==> src/rtl/blit_bus_decode_if.sv <==
// blit_bus_decode_if -- bundled CPU-side and slave-side bus signals for the
// blitter address decoder.
//
//   cpu_req/cpu_we/cpu_addr/cpu_wdata/cpu_wstrb : CPU request, held until ack
//   cpu_ack/cpu_err/cpu_rdata                   : completion pulse, error, data
//   slv_req/slv_addr/slv_wdata/slv_wstrb/slv_we : one-hot request + shared bus
//   slv_ack/slv_rdata                           : per-slave ack and read lanes
//   bootup                                      : boot overlay enable
//   err_addr/err_cause                          : sticky last-error record
//
// modport master : the environment (CPU plus slave array) around the decoder
// modport slave  : the decoder itself
interface blit_bus_decode_if #(
  parameter int unsigned NSLAVE = 3,
  parameter int unsigned AW     = 24,
  parameter int unsigned DW     = 16
);
  logic                 cpu_req;
  logic                 cpu_we;
  logic [AW-1:0]        cpu_addr;
  logic [DW-1:0]        cpu_wdata;
  logic [DW/8-1:0]      cpu_wstrb;
  logic                 cpu_ack;
  logic                 cpu_err;
  logic [DW-1:0]        cpu_rdata;
  logic [NSLAVE-1:0]    slv_req;
  logic [AW-1:0]        slv_addr;
  logic [DW-1:0]        slv_wdata;
  logic [DW/8-1:0]      slv_wstrb;
  logic                 slv_we;
  logic [NSLAVE-1:0]    slv_ack;
  logic [NSLAVE*DW-1:0] slv_rdata;
  logic                 bootup;
  logic [AW-1:0]        err_addr;
  logic [1:0]           err_cause;

  modport master (
    output cpu_req, cpu_we, cpu_addr, cpu_wdata, cpu_wstrb,
    output slv_ack, slv_rdata, bootup,
    input  cpu_ack, cpu_err, cpu_rdata,
    input  slv_req, slv_addr, slv_wdata, slv_wstrb, slv_we,
    input  err_addr, err_cause
  );

  modport slave (
    input  cpu_req, cpu_we, cpu_addr, cpu_wdata, cpu_wstrb,
    input  slv_ack, slv_rdata, bootup,
    output cpu_ack, cpu_err, cpu_rdata,
    output slv_req, slv_addr, slv_wdata, slv_wstrb, slv_we,
    output err_addr, err_cause
  );
endinterface

==> src/rtl/blit_bus_decode.sv <==
// blit_bus_decode -- CPU address decoder for the blitter bus.
//
// Decodes one CPU access at a time onto NSLAVE mask/base windows (lowest
// index wins), with a boot overlay below BOOT_LIMIT served by BOOT_SLAVE
// while bootup is high. Selected slaves get a 1-cycle one-hot slv_req, and
// the first slv_ack from that slave completes the access one cycle later.
// Unmapped accesses, overlay violations and wait timeouts complete with an
// error pulse and are recorded in err_addr/err_cause (1 unmapped, 2 timeout,
// 3 overlay violation). A one-cycle DONE state after every completion stops
// a held cpu_req from retriggering.
//
// Ports: clk, rst_n (async, active-low), bus (blit_bus_decode_if.slave).
module blit_bus_decode #(
  parameter int unsigned           NSLAVE       = 3,
  parameter int unsigned           AW           = 24,
  parameter int unsigned           DW           = 16,
  parameter logic [NSLAVE*AW-1:0]  SLV_BASE     = {24'h060000, 24'h040000, 24'h000000},
  parameter logic [NSLAVE*AW-1:0]  SLV_MASK     = {24'hFFFF00, 24'hFF0000, 24'hFC0000},
  parameter int unsigned           BOOT_LIMIT   = 8,
  parameter int unsigned           BOOT_SLAVE   = 1,
  parameter int unsigned           TIMEOUT      = 255,
  parameter bit                    UNMAPPED_ERR = 1'b1
) (
  input logic             clk,
  input logic             rst_n,
  blit_bus_decode_if.slave bus
);

  localparam int unsigned SW = (NSLAVE > 1) ? $clog2(NSLAVE) : 1;
  localparam int unsigned CW = (TIMEOUT > 1) ? $clog2(TIMEOUT) : 1;

  typedef enum logic [1:0] {
    IDLE,
    WAIT,
    DONE
  } state_t;

  state_t            state_q, state_d;
  logic [SW-1:0]     sel_q, sel_d;
  logic [CW-1:0]     cnt_q, cnt_d;
  logic [NSLAVE-1:0] slv_req_q, slv_req_d;
  logic              ack_q, ack_d;
  logic              err_q, err_d;
  logic [DW-1:0]     rdata_q, rdata_d;
  logic [AW-1:0]     eaddr_q, eaddr_d;
  logic [1:0]        ecause_q, ecause_d;

  logic              dec_hit;
  logic [SW-1:0]     dec_sel;
  logic              in_boot;
  logic              ack_sel;

  // Window match with lowest-index priority.
  always_comb begin
    dec_hit = 1'b0;
    dec_sel = '0;
    for (int unsigned i = 0; i < NSLAVE; i++) begin
      if (!dec_hit &&
          ((bus.cpu_addr & SLV_MASK[i*AW +: AW]) == SLV_BASE[i*AW +: AW])) begin
        dec_hit = 1'b1;
        dec_sel = SW'(i);
      end
    end
  end

  assign in_boot = (bus.cpu_addr < AW'(BOOT_LIMIT));
  // Only the selected slave's ack bit is looked at.
  assign ack_sel = |(bus.slv_ack & (NSLAVE'(1) << sel_q));

  always_comb begin
    state_d   = state_q;
    sel_d     = sel_q;
    cnt_d     = cnt_q;
    slv_req_d = '0;
    ack_d     = 1'b0;
    err_d     = 1'b0;
    rdata_d   = rdata_q;
    eaddr_d   = eaddr_q;
    ecause_d  = ecause_q;
    case (state_q)
      IDLE: begin
        if (bus.cpu_req) begin
          if (in_boot && !bus.bootup) begin
            ack_d    = 1'b1;
            err_d    = 1'b1;
            ecause_d = 2'd3;
            eaddr_d  = bus.cpu_addr;
            state_d  = DONE;
          end else if (in_boot || dec_hit) begin
            sel_d     = in_boot ? SW'(BOOT_SLAVE) : dec_sel;
            slv_req_d = NSLAVE'(1) << sel_d;
            cnt_d     = '0;
            state_d   = WAIT;
          end else begin
            ack_d    = 1'b1;
            err_d    = UNMAPPED_ERR;
            ecause_d = 2'd1;
            eaddr_d  = bus.cpu_addr;
            state_d  = DONE;
          end
        end
      end
      WAIT: begin
        // Ack is tested first so an ack on the timeout cycle completes cleanly.
        if (ack_sel) begin
          rdata_d = bus.slv_rdata[sel_q*DW +: DW];
          ack_d   = 1'b1;
          state_d = DONE;
        end else if ((TIMEOUT != 0) && (cnt_q == CW'(TIMEOUT - 1))) begin
          ack_d    = 1'b1;
          err_d    = 1'b1;
          ecause_d = 2'd2;
          eaddr_d  = bus.cpu_addr;
          state_d  = DONE;
        end else begin
          cnt_d = cnt_q + CW'(1);
        end
      end
      DONE: begin
        state_d = IDLE;
      end
      default: begin
        state_d = IDLE;
      end
    endcase
  end

  always_ff @(posedge clk or negedge rst_n) begin
    if (!rst_n) begin
      state_q   <= IDLE;
      sel_q     <= '0;
      cnt_q     <= '0;
      slv_req_q <= '0;
      ack_q     <= 1'b0;
      err_q     <= 1'b0;
      rdata_q   <= '0;
      eaddr_q   <= '0;
      ecause_q  <= '0;
    end else begin
      state_q   <= state_d;
      sel_q     <= sel_d;
      cnt_q     <= cnt_d;
      slv_req_q <= slv_req_d;
      ack_q     <= ack_d;
      err_q     <= err_d;
      rdata_q   <= rdata_d;
      eaddr_q   <= eaddr_d;
      ecause_q  <= ecause_d;
    end
  end

  assign bus.cpu_ack   = ack_q;
  assign bus.cpu_err   = err_q;
  assign bus.cpu_rdata = rdata_q;
  assign bus.slv_req   = slv_req_q;
  assign bus.err_addr  = eaddr_q;
  assign bus.err_cause = ecause_q;
  assign bus.slv_addr  = bus.cpu_addr;
  assign bus.slv_wdata = bus.cpu_wdata;
  assign bus.slv_wstrb = bus.cpu_wstrb;
  assign bus.slv_we    = bus.cpu_we;

endmodule

==> src/flat_wrapper.sv <==
// flat-port wrapper written by rule: the top's interface ports become plain ports
module blit_bus_decode_flat 
#(
  parameter int unsigned           NSLAVE       = 3,
  parameter int unsigned           AW           = 24,
  parameter int unsigned           DW           = 16,
  parameter logic [NSLAVE*AW-1:0]  SLV_BASE     = {24'h060000, 24'h040000, 24'h000000},
  parameter logic [NSLAVE*AW-1:0]  SLV_MASK     = {24'hFFFF00, 24'hFF0000, 24'hFC0000},
  parameter int unsigned           BOOT_LIMIT   = 8,
  parameter int unsigned           BOOT_SLAVE   = 1,
  parameter int unsigned           TIMEOUT      = 255,
  parameter bit                    UNMAPPED_ERR = 1'b1
)
  (clk, rst_n, bus_cpu_req, bus_cpu_we, bus_cpu_addr, bus_cpu_wdata, bus_cpu_wstrb, bus_slv_ack, bus_slv_rdata, bus_bootup, bus_cpu_ack, bus_cpu_err, bus_cpu_rdata, bus_slv_req, bus_slv_addr, bus_slv_wdata, bus_slv_wstrb, bus_slv_we, bus_err_addr, bus_err_cause);
  blit_bus_decode_if #(.NSLAVE(NSLAVE), .AW(AW), .DW(DW)) bus_i ();
  input logic clk;
  input logic rst_n;
  input wire logic [$bits(bus_i.cpu_req)-1:0] bus_cpu_req;
  input wire logic [$bits(bus_i.cpu_we)-1:0] bus_cpu_we;
  input wire logic [$bits(bus_i.cpu_addr)-1:0] bus_cpu_addr;
  input wire logic [$bits(bus_i.cpu_wdata)-1:0] bus_cpu_wdata;
  input wire logic [$bits(bus_i.cpu_wstrb)-1:0] bus_cpu_wstrb;
  input wire logic [$bits(bus_i.slv_ack)-1:0] bus_slv_ack;
  input wire logic [$bits(bus_i.slv_rdata)-1:0] bus_slv_rdata;
  input wire logic [$bits(bus_i.bootup)-1:0] bus_bootup;
  output wire logic [$bits(bus_i.cpu_ack)-1:0] bus_cpu_ack;
  output wire logic [$bits(bus_i.cpu_err)-1:0] bus_cpu_err;
  output wire logic [$bits(bus_i.cpu_rdata)-1:0] bus_cpu_rdata;
  output wire logic [$bits(bus_i.slv_req)-1:0] bus_slv_req;
  output wire logic [$bits(bus_i.slv_addr)-1:0] bus_slv_addr;
  output wire logic [$bits(bus_i.slv_wdata)-1:0] bus_slv_wdata;
  output wire logic [$bits(bus_i.slv_wstrb)-1:0] bus_slv_wstrb;
  output wire logic [$bits(bus_i.slv_we)-1:0] bus_slv_we;
  output wire logic [$bits(bus_i.err_addr)-1:0] bus_err_addr;
  output wire logic [$bits(bus_i.err_cause)-1:0] bus_err_cause;
  assign bus_i.cpu_req = bus_cpu_req;
  assign bus_i.cpu_we = bus_cpu_we;
  assign bus_i.cpu_addr = bus_cpu_addr;
  assign bus_i.cpu_wdata = bus_cpu_wdata;
  assign bus_i.cpu_wstrb = bus_cpu_wstrb;
  assign bus_i.slv_ack = bus_slv_ack;
  assign bus_i.slv_rdata = bus_slv_rdata;
  assign bus_i.bootup = bus_bootup;
  assign bus_cpu_ack = bus_i.cpu_ack;
  assign bus_cpu_err = bus_i.cpu_err;
  assign bus_cpu_rdata = bus_i.cpu_rdata;
  assign bus_slv_req = bus_i.slv_req;
  assign bus_slv_addr = bus_i.slv_addr;
  assign bus_slv_wdata = bus_i.slv_wdata;
  assign bus_slv_wstrb = bus_i.slv_wstrb;
  assign bus_slv_we = bus_i.slv_we;
  assign bus_err_addr = bus_i.err_addr;
  assign bus_err_cause = bus_i.err_cause;
  blit_bus_decode #(.NSLAVE(NSLAVE), .AW(AW), .DW(DW), .SLV_BASE(SLV_BASE), .SLV_MASK(SLV_MASK), .BOOT_LIMIT(BOOT_LIMIT), .BOOT_SLAVE(BOOT_SLAVE), .TIMEOUT(TIMEOUT), .UNMAPPED_ERR(UNMAPPED_ERR)) u_core (.clk(clk), .rst_n(rst_n), .bus(bus_i));
endmodule
==> config.mk <==
export PLATFORM = sky130hd
export DESIGN_NAME = blit_bus_decode_flat
export DESIGN_NICKNAME = d
export VERILOG_FILES = /design/src/rtl/blit_bus_decode_if.sv /design/src/rtl/blit_bus_decode.sv /design/src/flat_wrapper.sv
export SDC_FILE = /design/constraint.sdc
export NUM_CORES = 1
export LEC_CHECK = 0
export CAP_MARGIN = 20
export CORE_MARGIN = 3
export CORE_UTILIZATION = 30
export CTS_CLUSTER_SIZE = 14
export DETAILED_ROUTE_END_ITERATION = 12
export HOLD_SLACK_MARGIN = 0.1
export PLACE_DENSITY = 0.71
export REMOVE_ABC_BUFFERS = 1
export SYNTH_ARGS = -nofsm -noshare
export SYNTH_HDL_FRONTEND = slang
export SYNTH_SLANG_ARGS = --single-unit
==> constraint.sdc <==
create_clock -name clk -period 5.5 [get_ports clk]
set_input_delay 0.825 -clock clk [delete_from_list [all_inputs] [get_ports clk]]
set_output_delay 0.825 -clock clk [all_outputs]
set_load 0.01 [all_outputs]
==> results.json, run 1 <==
{
  "crit_buf_inv": 1,
  "num_io_pins": 188,
  "fp.dieW_um": 116,
  "multi_input_area_um2": 1730,
  "drive_above_1_share_pct": 5.80,
  "hold_slack_ps": 476,
  "gp_congestion": 0.795,
  "drv_cap": 0,
  "track_usage_pct": 16.8,
  "numClockSinks": 59,
  "cp-start-kind": "input pin",
  "nets": 613,
  "setup_viol": 0,
  "dieArea_um2": 13500,
  "antenna_cells": 0,
  "htree_levels": 3,
  "final_cell_mix": "clkdlybuf4s50_1, dfrtp_1, nand2_1",
  "power_density_nw_per_um2": 393,
  "ctsResizeCount": 0,
  "grt.busiest_layer": "met2",
  "dp_hpwl_um": 8210,
  "use_met2_pct": 26.2,
  "dp_slack_ps": 1840,
  "synth_cells": 421,
  "cp_top_family": "simple AND/OR/NAND/NOR gates",
  "cts-root-buf": "clkbuf_16",
  "critical_path.max_stage_delay_ps": 580,
  "postCtsSetupRepairBufs": 0,
  "synthDistinctLibCells": 39,
  "syn-cell-area_um2": 3650,
  "fin_cells": 660,
  "areaGrowthSynthToFinish_pct": 42.5,
  "fp.dieH_um": 116,
  "place_inst": 645,
  "worstMarginPinSlew_ps": 1090,
  "drtPass1Iterations": 4,
  "ir_worst_vdd_v": 0.000186,
  "cp-startpoint": "bus_cpu_addr[23]",
  "port_buffers": 149,
  "worst_slack_ps": 2170,
  "grt_pass1_wl_um": 18300,
  "end_kind": "register",
  "vias": 3651,
  "register_area_um2": 1480,
  "crit_chain": "clkdlybuf4s50_1 > or4_4 > or4b_4 > a21o_1 > a31o_4 > a211o_1",
  "rsz0062_at_grt": "false",
  "row_count": 39,
  "met3_usage_pct": 5.08,
  "yosysWarningCount": 0,
  "syn-mean-instance-area_um2": 8.67,
  "outcome": "finished, final reports clean",
  "synth.largest_area_cell": "dfrtp_1",
  "grt_pass1_vias": 3588,
  "antenna_found_initial": 0,
  "tritoncts": "yes",
  "routed_via_density": 5.53,
  "n_fill_cell": 1149,
  "rrSetupSlack_ps": 2470,
  "crit_type": "input pin to register",
  "yosys-top-cells-area": "dfrtp_1, buf_4, o211ai_1, mux2i_1, nand3_1",
  "synth_top_area_share_pct": 40.4,
  "cts_buffers": 9,
  "ff2ff_path_depth": 6,
  "cts_hold_buf": 0,
  "grt_util_met1_pct": 22.7,
  "drc": 0,
  "worstPathRequired_ps": 5690,
  "drt_wl_total_um": 11700,
  "stdcell_area_um2": 5200,
  "hold_violations": 0,
  "leakage_uw": 0.00222,
  "max_freq_mhz": 300,
  "ys_seq_area_share_pct": 40.4,
  "synth-seq-cells": 59,
  "r2r-start": "u_core.sel_q[1]",
  "relSlewSlack_pct": 27.6,
  "start_util_pct": 31.3,
  "tns_ps": 0,
  "hold_depth": 2,
  "clk_path_buf_depth": 2,
  "cp.depth": 6,
  "clk_pin_slew_ps": 50,
  "gr-total-overflow": 0,
  "layout_commonest_cell": "clkdlybuf4s50_1",
  "grt_max_degree": 60,
  "insertion_delay_ps": 320,
  "finalMaxSlewViolations": 0,
  "arrival_ps": 3530,
  "fin_crit_ps": 3330,
  "worstHoldStart": "u_core.bus.cpu_rdata[15]",
  "wire_per_inst_um": 17.7,
  "finalCritPeriodShare_pct": 60.6,
  "ant_nets": 0,
  "drt-initial-drc-count": 297,
  "finClkSkew_ps": 6.02,
  "crit_fanout": 21,
  "core-area_um2": 11700,
  "hp-class": "register to register",
  "cp_slowest_cell": "or4_4",
  "placed_cell_area_um2": 4940
}
synth_stat cells, drive strengths merged:
| cell | count |
|---|---|
| o211ai | 26 |
| buf | 52 |
| o31ai | 3 |
| o41ai | 1 |
| a21oi | 18 |
| a31o | 1 |
| dfrtp | 59 |
| nor3 | 4 |
| or4b | 1 |
| nand3 | 34 |
| o2bb2ai | 1 |
| nor2b | 2 |
| or3 | 1 |
| nand2b | 2 |
| a2bb2oi | 1 |
| nor4 | 3 |
| nand2 | 38 |
| and2 | 1 |
| nand4 | 17 |
| inv | 3 |
| o31a | 2 |
| a31oi | 25 |
| o22ai | 2 |
| and3 | 27 |
| o21ai | 17 |
| a311oi | 1 |
| a211o | 1 |
| or4 | 1 |
| nor3b | 2 |
| a21o | 6 |
| ha | 2 |
| nor2 | 22 |
| nand3b | 1 |
| mux2i | 19 |
| clkbuf | 24 |
| mux2 | 1 |
cell families after synthesis:
group | after synthesis | synth area share, %
compound gates | 105 | 18.9
fa+ha+maj | 2 | 0.685
buf+inv | 79 | 12.7
flops | 59 | 40.4
mux | 20 | 5.52
simple gates | 156 | 21.8
report_power, final:
group | leakage (uW) | internal (uW) | switching [uW] | total (uW)
Clock | 0.000132 | 312 | 180 | 491
Combinational | 0.00133 | 436 | 371 | 807
Sequential | 0.000751 | 609 | 135 | 744
Total | 0.00222 | 1360 | 685 | 2040
worst paths after layout:
| kind | end |
|---|---|
| min | u_core.bus.cpu_rdata[15] |
| max | u_core.cnt_q[2] |
| max reg2reg | u_core.bus.cpu_rdata[0] |
| max in group asynchronous | u_core.cnt_q[1] |
| min reg2reg | u_core.bus.cpu_rdata[15] |
| min in group asynchronous | u_core.bus.cpu_rdata[4] |
registers in the layout (all words and copies together) (netlist names):
name	count
u_core.cnt_q	8
u_core.sel_q	2
u_core.bus.cpu_err	1
u_core.bus.err_addr	24
u_core.state_q	2
u_core.bus.err_cause	2
u_core.bus.cpu_rdata	16
u_core.bus.cpu_ack	1
u_core.bus.slv_req	3
metrics by stage:
step	utilization [%]	power (uW)
2_1_floorplan	-	1070
3_3_place_gp	42.4	1530
3_5_place_dp	42.4	1560
4_1_cts	44.6	2070
5_1_grt	44.6	2190
6_report	44.6	2040
per-layer routing:
layer,wire length (um),part of all wire [%],up-vias
met3,1320,11,12
met2,5180,44,221
li1,-,-,1694
met4,102,0.87,0
met1,5090,44,1724
met5,0,0,-
worst reg2reg max path, stage by stage (launching register included):
cell	delay (ps)
dfrtp_1	1010
nor2b_1	110
buf_4	240
a2bb2oi_2	160
buf_4	300
nand2b_1	800
o21ai_0	240
layout make-up:
| class | instances | area share [%] |
|---|---|---|
| flip-flops and latches | 59 | 28.4 |
| inverters | 3 | 0.216 |
| repair buffers | 157 | 29.7 |
| multi-input cells | 283 | 33.2 |
| clock buffers | 12 | 4.74 |
| well taps | 143 | 3.44 |
| clock inverters | 3 | 0.289 |
Power figures use the tool's default switching activity.
==> run 2: changes to the inputs <==
Clock period 5.5 ns to 3.15 ns, I/O delays scaled along.
==> run 2 against run 1 <==
  * Die area did not move
  * Core utilization rose by 0.74 points
  * First-iteration DRC count rose by 11%
  * Combinational power rose by 77%
  * Non-clock buffer count rose by 7
  * Register-to-register slack got worse by 1600 ps
  * Design area rose by 1.7%
  * Global-route usage fell by 0.11 points
  * Via count rose by 0.41%
  * Clock power rose by 97%
  * Routed wire length rose by 0.21%
  * Sequential power rose by 75%
  * Critical path type unchanged
  * Critical endpoint unchanged
  * Highest routed layer unchanged
==> results.json, run 2 (synthesized netlist as in run 1, its figures left out) <==
{
  "htree_levels": 3,
  "n_fill_cell": 1134,
  "placed_cell_area_um2": 4990,
  "row_count": 39,
  "drv_cap": 0,
  "drive_above_1_share_pct": 7.06,
  "numClockSinks": 59,
  "grt_pass1_wl_um": 18100,
  "r2r-start": "u_core.sel_q[1]",
  "nets": 620,
  "fp.dieH_um": 116,
  "worstPathRequired_ps": 3350,
  "drt_wl_total_um": 11700,
  "antenna_cells": 0,
  "arrival_ps": 2900,
  "end_kind": "register",
  "drc": 0,
  "dp_hpwl_um": 8310,
  "clk_path_buf_depth": 2,
  "cts_hold_buf": 0,
  "cts_buffers": 9,
  "final_cell_mix": "clkdlybuf4s50_1, dfrtp_1, nand2_1",
  "wire_per_inst_um": 17.6,
  "finClkSkew_ps": 7.97,
  "postCtsSetupRepairBufs": 0,
  "fp.dieW_um": 116,
  "tritoncts": "yes",
  "cts-root-buf": "clkbuf_16",
  "stdcell_area_um2": 5290,
  "hold_violations": 0,
  "cp_top_family": "simple AND/OR/NAND/NOR gates",
  "clk_pin_slew_ps": 50,
  "critical_path.max_stage_delay_ps": 590,
  "ir_worst_vdd_v": 0.000324,
  "cp_slowest_cell": "or4_4",
  "vias": 3666,
  "crit_type": "input pin to register",
  "crit_fanout": 7,
  "layout_commonest_cell": "clkdlybuf4s50_1",
  "core-area_um2": 11700,
  "grt_max_degree": 51,
  "worst_slack_ps": 458,
  "gr-total-overflow": 0,
  "routed_via_density": 5.50,
  "gp_congestion": 0.865,
  "crit_buf_inv": 1,
  "largest_reg_flops": 24,
  "track_usage_pct": 16.7,
  "start_util_pct": 31.3,
  "antenna_found_initial": 0,
  "port_buffers": 149,
  "ff2ff_path_depth": 6,
  "dp_slack_ps": 142,
  "insertion_delay_ps": 320,
  "worstMarginPinSlew_ps": 952,
  "finalCritPeriodShare_pct": 85.5,
  "hold_slack_ps": 313,
  "fin_crit_ps": 2690,
  "leakage_uw": 0.00227,
  "relSlewSlack_pct": 36.5,
  "ant_nets": 0,
  "num_io_pins": 188,
  "drtPass1Iterations": 6,
  "finalMaxSlewViolations": 0,
  "crit_chain": "clkdlybuf4s50_1 > or4_4 > or4b_4 > a21o_1 > a31o_4 > a211o_1",
  "cp-start-kind": "input pin",
  "dieArea_um2": 13500,
  "multi_input_area_um2": 1730,
  "r2r-end": "u_core.cnt_q[2]",
  "grt_pass1_vias": 3550,
  "rrSetupSlack_ps": 860,
  "areaGrowthSynthToFinish_pct": 44.9,
  "outcome": "finished, final reports clean",
  "drt-initial-drc-count": 330,
  "hp-class": "input pin to async pin",
  "power_density_nw_per_um2": 698,
  "ctsResizeCount": 0,
  "max_freq_mhz": 371,
  "rsz0062_at_grt": "false",
  "setup_viol": 0,
  "register_area_um2": 1480
}
[run 2: cell types whose count changed in the layout (fill, tap and decap cells not counted)]
cell | previous run | this run
buf_4 | 8 | 15
bufinv_16 | 0 | 1
clkbuf_8 | 1 | 2
clkinv_2 | 3 | 1
[run 2: power breakdown]
part           switching [uW]  total, uW  internal, uW
Clock                     318        967           649
Combinational             659       1430           772
Sequential                232       1300          1060
Total                    1210       3690          2480
[run 2: layout make-up]
class	instances	share of cell area (%)
Clock buffer	13	4.92
Clock inverter	2	0.662
Inverter	3	0.213
Multi-Input combinational cell	283	32.7
Sequential cell	59	27.9
Tap cell	143	3.38
Timing Repair Buffer	164	30.2
[run 2: how the worst max path moves through the flow]
stage	from	to	slack, ps	cells past startpoint
final	bus_cpu_addr[23]	u_core.cnt_q[2]	460	6
after global routing	bus_cpu_addr[23]	u_core.cnt_q[2]	410	6
after CTS	bus_cpu_addr[23]	u_core.cnt_q[2]	470	6
after detailed placement	bus_cpu_addr[23]	u_core.cnt_q[2]	140	6
after global placement	bus_cpu_addr[23]	u_core.cnt_q[2]	190	6
after floorplan	u_core.sel_q[1]	u_core.bus.err_addr[17]	-590	5
[run 2: stage by stage]
| stage | setup TNS (ps) | total power (uW) | utilization, % | cells |
|---|---|---|---|---|
| finish | 0 | 3690 | 45.3 | 667 |
| global route | 0 | 3940 | 45.3 | 667 |
| CTS | 0 | 3750 | 45.3 | 667 |
| detailed placement | 0 | 2750 | 42.8 | 652 |
| global placement | 0 | 2690 | 42.8 | 652 |
| floorplan | -14590 | 1860 | - | 345 |
[run 2: per-layer routing]
layer / vias up / part of all wire [%] / track usage (%)
li1: 1706 / - / -
met1: 1703 / 43 / 22.5
met2: 249 / 44 / 26.0
met3: 8 / 12 / 4.92
met4: 0 / 0.67 / 5.10
met5: - / 0 / 0
[run 2: worst register-to-register path, stage by stage, from the launching register on]
cell,delay [ps]
dfrtp_1,520
nor2b_1,80
buf_4,210
a2bb2oi_2,490
a31oi_1,280
a31o_4,310
a211o_1,290
==> run 3: changes to the inputs <==
--- a/config.mk
+++ b/config.mk
@@ -9,4 +9,5 @@
 export CORE_MARGIN = 3
 export CORE_UTILIZATION = 30
+export CTS_CLUSTER_DIAMETER = 200
 export CTS_CLUSTER_SIZE = 14
 export DETAILED_ROUTE_END_ITERATION = 12
==> constraint.sdc (replaced) <==
create_clock -name clk -period 3.15 [get_ports clk]
set_input_delay 0.315 -clock clk [delete_from_list [all_inputs] [get_ports clk]]
set_output_delay 0.315 -clock clk [all_outputs]
set_load 0.01 [all_outputs]
==> run 3 against run 2 <==
  * Sequential share of layout area is 0.12 points lower
  * Clock power is 9% higher
  * Clock-buffer cell count is 1 lower
  * Critical path type unchanged
  * Largest cell class unchanged
==> results.json, run 3 (synthesized netlist as in run 1, its figures left out) <==
{
  "outcome": "finished, final reports clean",
  "dieArea_um2": 13500,
  "tritoncts": "yes",
  "fp.dieW_um": 116,
  "critical_path.max_stage_delay_ps": 570,
  "largest_reg_flops": 24,
  "arrival_ps": 2730,
  "worstMarginPinSlew_ps": 959,
  "finClkSkew_ps": 8.52,
  "core-area_um2": 11700,
  "ir_worst_vdd_v": 0.000368,
  "cts-root-buf": "clkbuf_16",
  "drtPass1Iterations": 5,
  "num_io_pins": 188,
  "areaGrowthSynthToFinish_pct": 45.5,
  "drt_wl_total_um": 12000,
  "drv_cap": 0,
  "drt-initial-drc-count": 272,
  "htree_levels": 3,
  "fin_cells": 666,
  "drive_above_1_share_pct": 6.88,
  "setup_viol": 0,
  "gr-total-overflow": 0,
  "insertion_delay_ps": 320,
  "crit_type": "input pin to register",
  "worstPathRequired_ps": 3360,
  "ant_nets": 0,
  "placed_cell_area_um2": 4990,
  "hold_violations": 0,
  "antenna_found_initial": 0,
  "postCtsSetupRepairBufs": 0,
  "hp-class": "register to register",
  "fp.dieH_um": 116,
  "crit_chain": "clkdlybuf4s50_1 > or4_4 > or4b_4 > a21o_1 > a31o_4 > a211o_1",
  "gp_congestion": 0.876,
  "cp_slowest_cell": "or4_4",
  "fin_crit_ps": 2520,
  "stdcell_area_um2": 5310,
  "port_buffers": 149,
  "cp-start-kind": "input pin",
  "final_cell_mix": "clkdlybuf4s50_1, dfrtp_1, nand2_1",
  "grt_max_degree": 49,
  "rsz0062_at_grt": "false",
  "track_usage_pct": 16.7,
  "crit_fanout": 7,
  "crit_buf_inv": 1,
  "place_inst": 651,
  "layout_commonest_cell": "clkdlybuf4s50_1",
  "row_count": 39,
  "fin_util_pct": 45.6,
  "nets": 620,
  "leakage_uw": 0.00227,
  "grt_pass1_vias": 3562,
  "antenna_cells": 0,
  "vias": 3684,
  "numClockSinks": 59,
  "finalCritPeriodShare_pct": 80.0,
  "finalMaxSlewViolations": 0,
  "start_util_pct": 31.3,
  "clk_pin_slew_ps": 50,
  "drc": 0,
  "end_kind": "register",
  "cp_top_family": "simple AND/OR/NAND/NOR gates",
  "max_freq_mhz": 397,
  "relSlewSlack_pct": 35.9,
  "wire_per_inst_um": 18.0,
  "power_density_nw_per_um2": 712,
  "cts_buffers": 9,
  "routed_via_density": 5.53,
  "grt_pass1_wl_um": 17700,
  "n_fill_cell": 1134,
  "clk_path_buf_depth": 2,
  "dp_hpwl_um": 8530
}
==> run 3: cell count changes in the layout (fill, tap and decap cells not counted) <==
cell / before / now
clkinv_2: 1 / 0
clkbuf_1: 2 / 1
buf_4: 15 / 14
dlygate4sd3_1: 0 / 1
bufinv_16: 1 / 2
==> run 3: final cells by class <==
| type | count | area, um^2 | area share [%] |
|---|---|---|---|
| multi-input cells | 283 | 1730 | 32.5 |
| repair buffers | 164 | 1600 | 30.1 |
| flip-flops and latches | 59 | 1480 | 27.8 |
| clock buffers | 12 | 256 | 4.83 |
| well taps | 143 | 179 | 3.37 |
| clock inverters | 2 | 60.1 | 1.13 |
| inverters | 3 | 11.3 | 0.212 |
==> run 3: what timing repair did <==
item | CTS | global route
hold buffers | 1 | 0
gates resized for setup | 0 | 0
endpoints found under the hold margin | 25 | 0
==> run 3: worst register-to-register path: cells and delay by family, from the launching register on <==
kind | cells | cell delay, ps
AOI/OAI and AO/OA | 2 | 720
buffers and inverters | 2 | 530
DFF | 1 | 520
and+or+nand+nor | 3 | 380
==> run 3: path summary, 6_finish.rpt <==
check | slack [ps] | end | depth (start not counted) | startpoint
setup / recovery | 630 | u_core.cnt_q[2] | 6 | bus_cpu_addr[23]
hold / removal | 480 | u_core.bus.cpu_rdata[14] | 2 | u_core.bus.cpu_rdata[14]
setup reg to reg | 870 | u_core.bus.err_addr[16] | 7 | u_core.sel_q[1]
hold reg to reg | 480 | u_core.bus.cpu_rdata[14] | 2 | u_core.bus.cpu_rdata[14]
max in group asynchronous | 1730 | u_core.state_q[0] | 3 | rst_n
min in group asynchronous | 570 | u_core.bus.err_cause[0] | 2 | rst_n
==> run 3: layer usage <==
metal  GRT usage, %  vias up  routed length [um]
li1               -     1708                   -
met1           22.0     1728                5200
met2           25.8      229                5270
met3           5.28       19                1340
met4           5.96        0                 181
met5              0        -                   0
==> run 3: stage by stage <==
step	power (uW)	hold WS [ps]	setup slack [ps]	TNS, ps
after floorplan	1860	19.4	-593	-14590
after global placement	2690	379	325	0
after detailed placement	2740	385	294	0
after CTS	3810	482	634	0
after global routing	4000	496	569	0
final	3780	476	631	0
==> run 3: where the power goes <==
part | internal, uW | total [uW] | switching (uW)
Clock | 726 | 1050 | 323
Combinational | 772 | 1430 | 661
Sequential | 1060 | 1300 | 236
Total | 2560 | 3780 | 1220
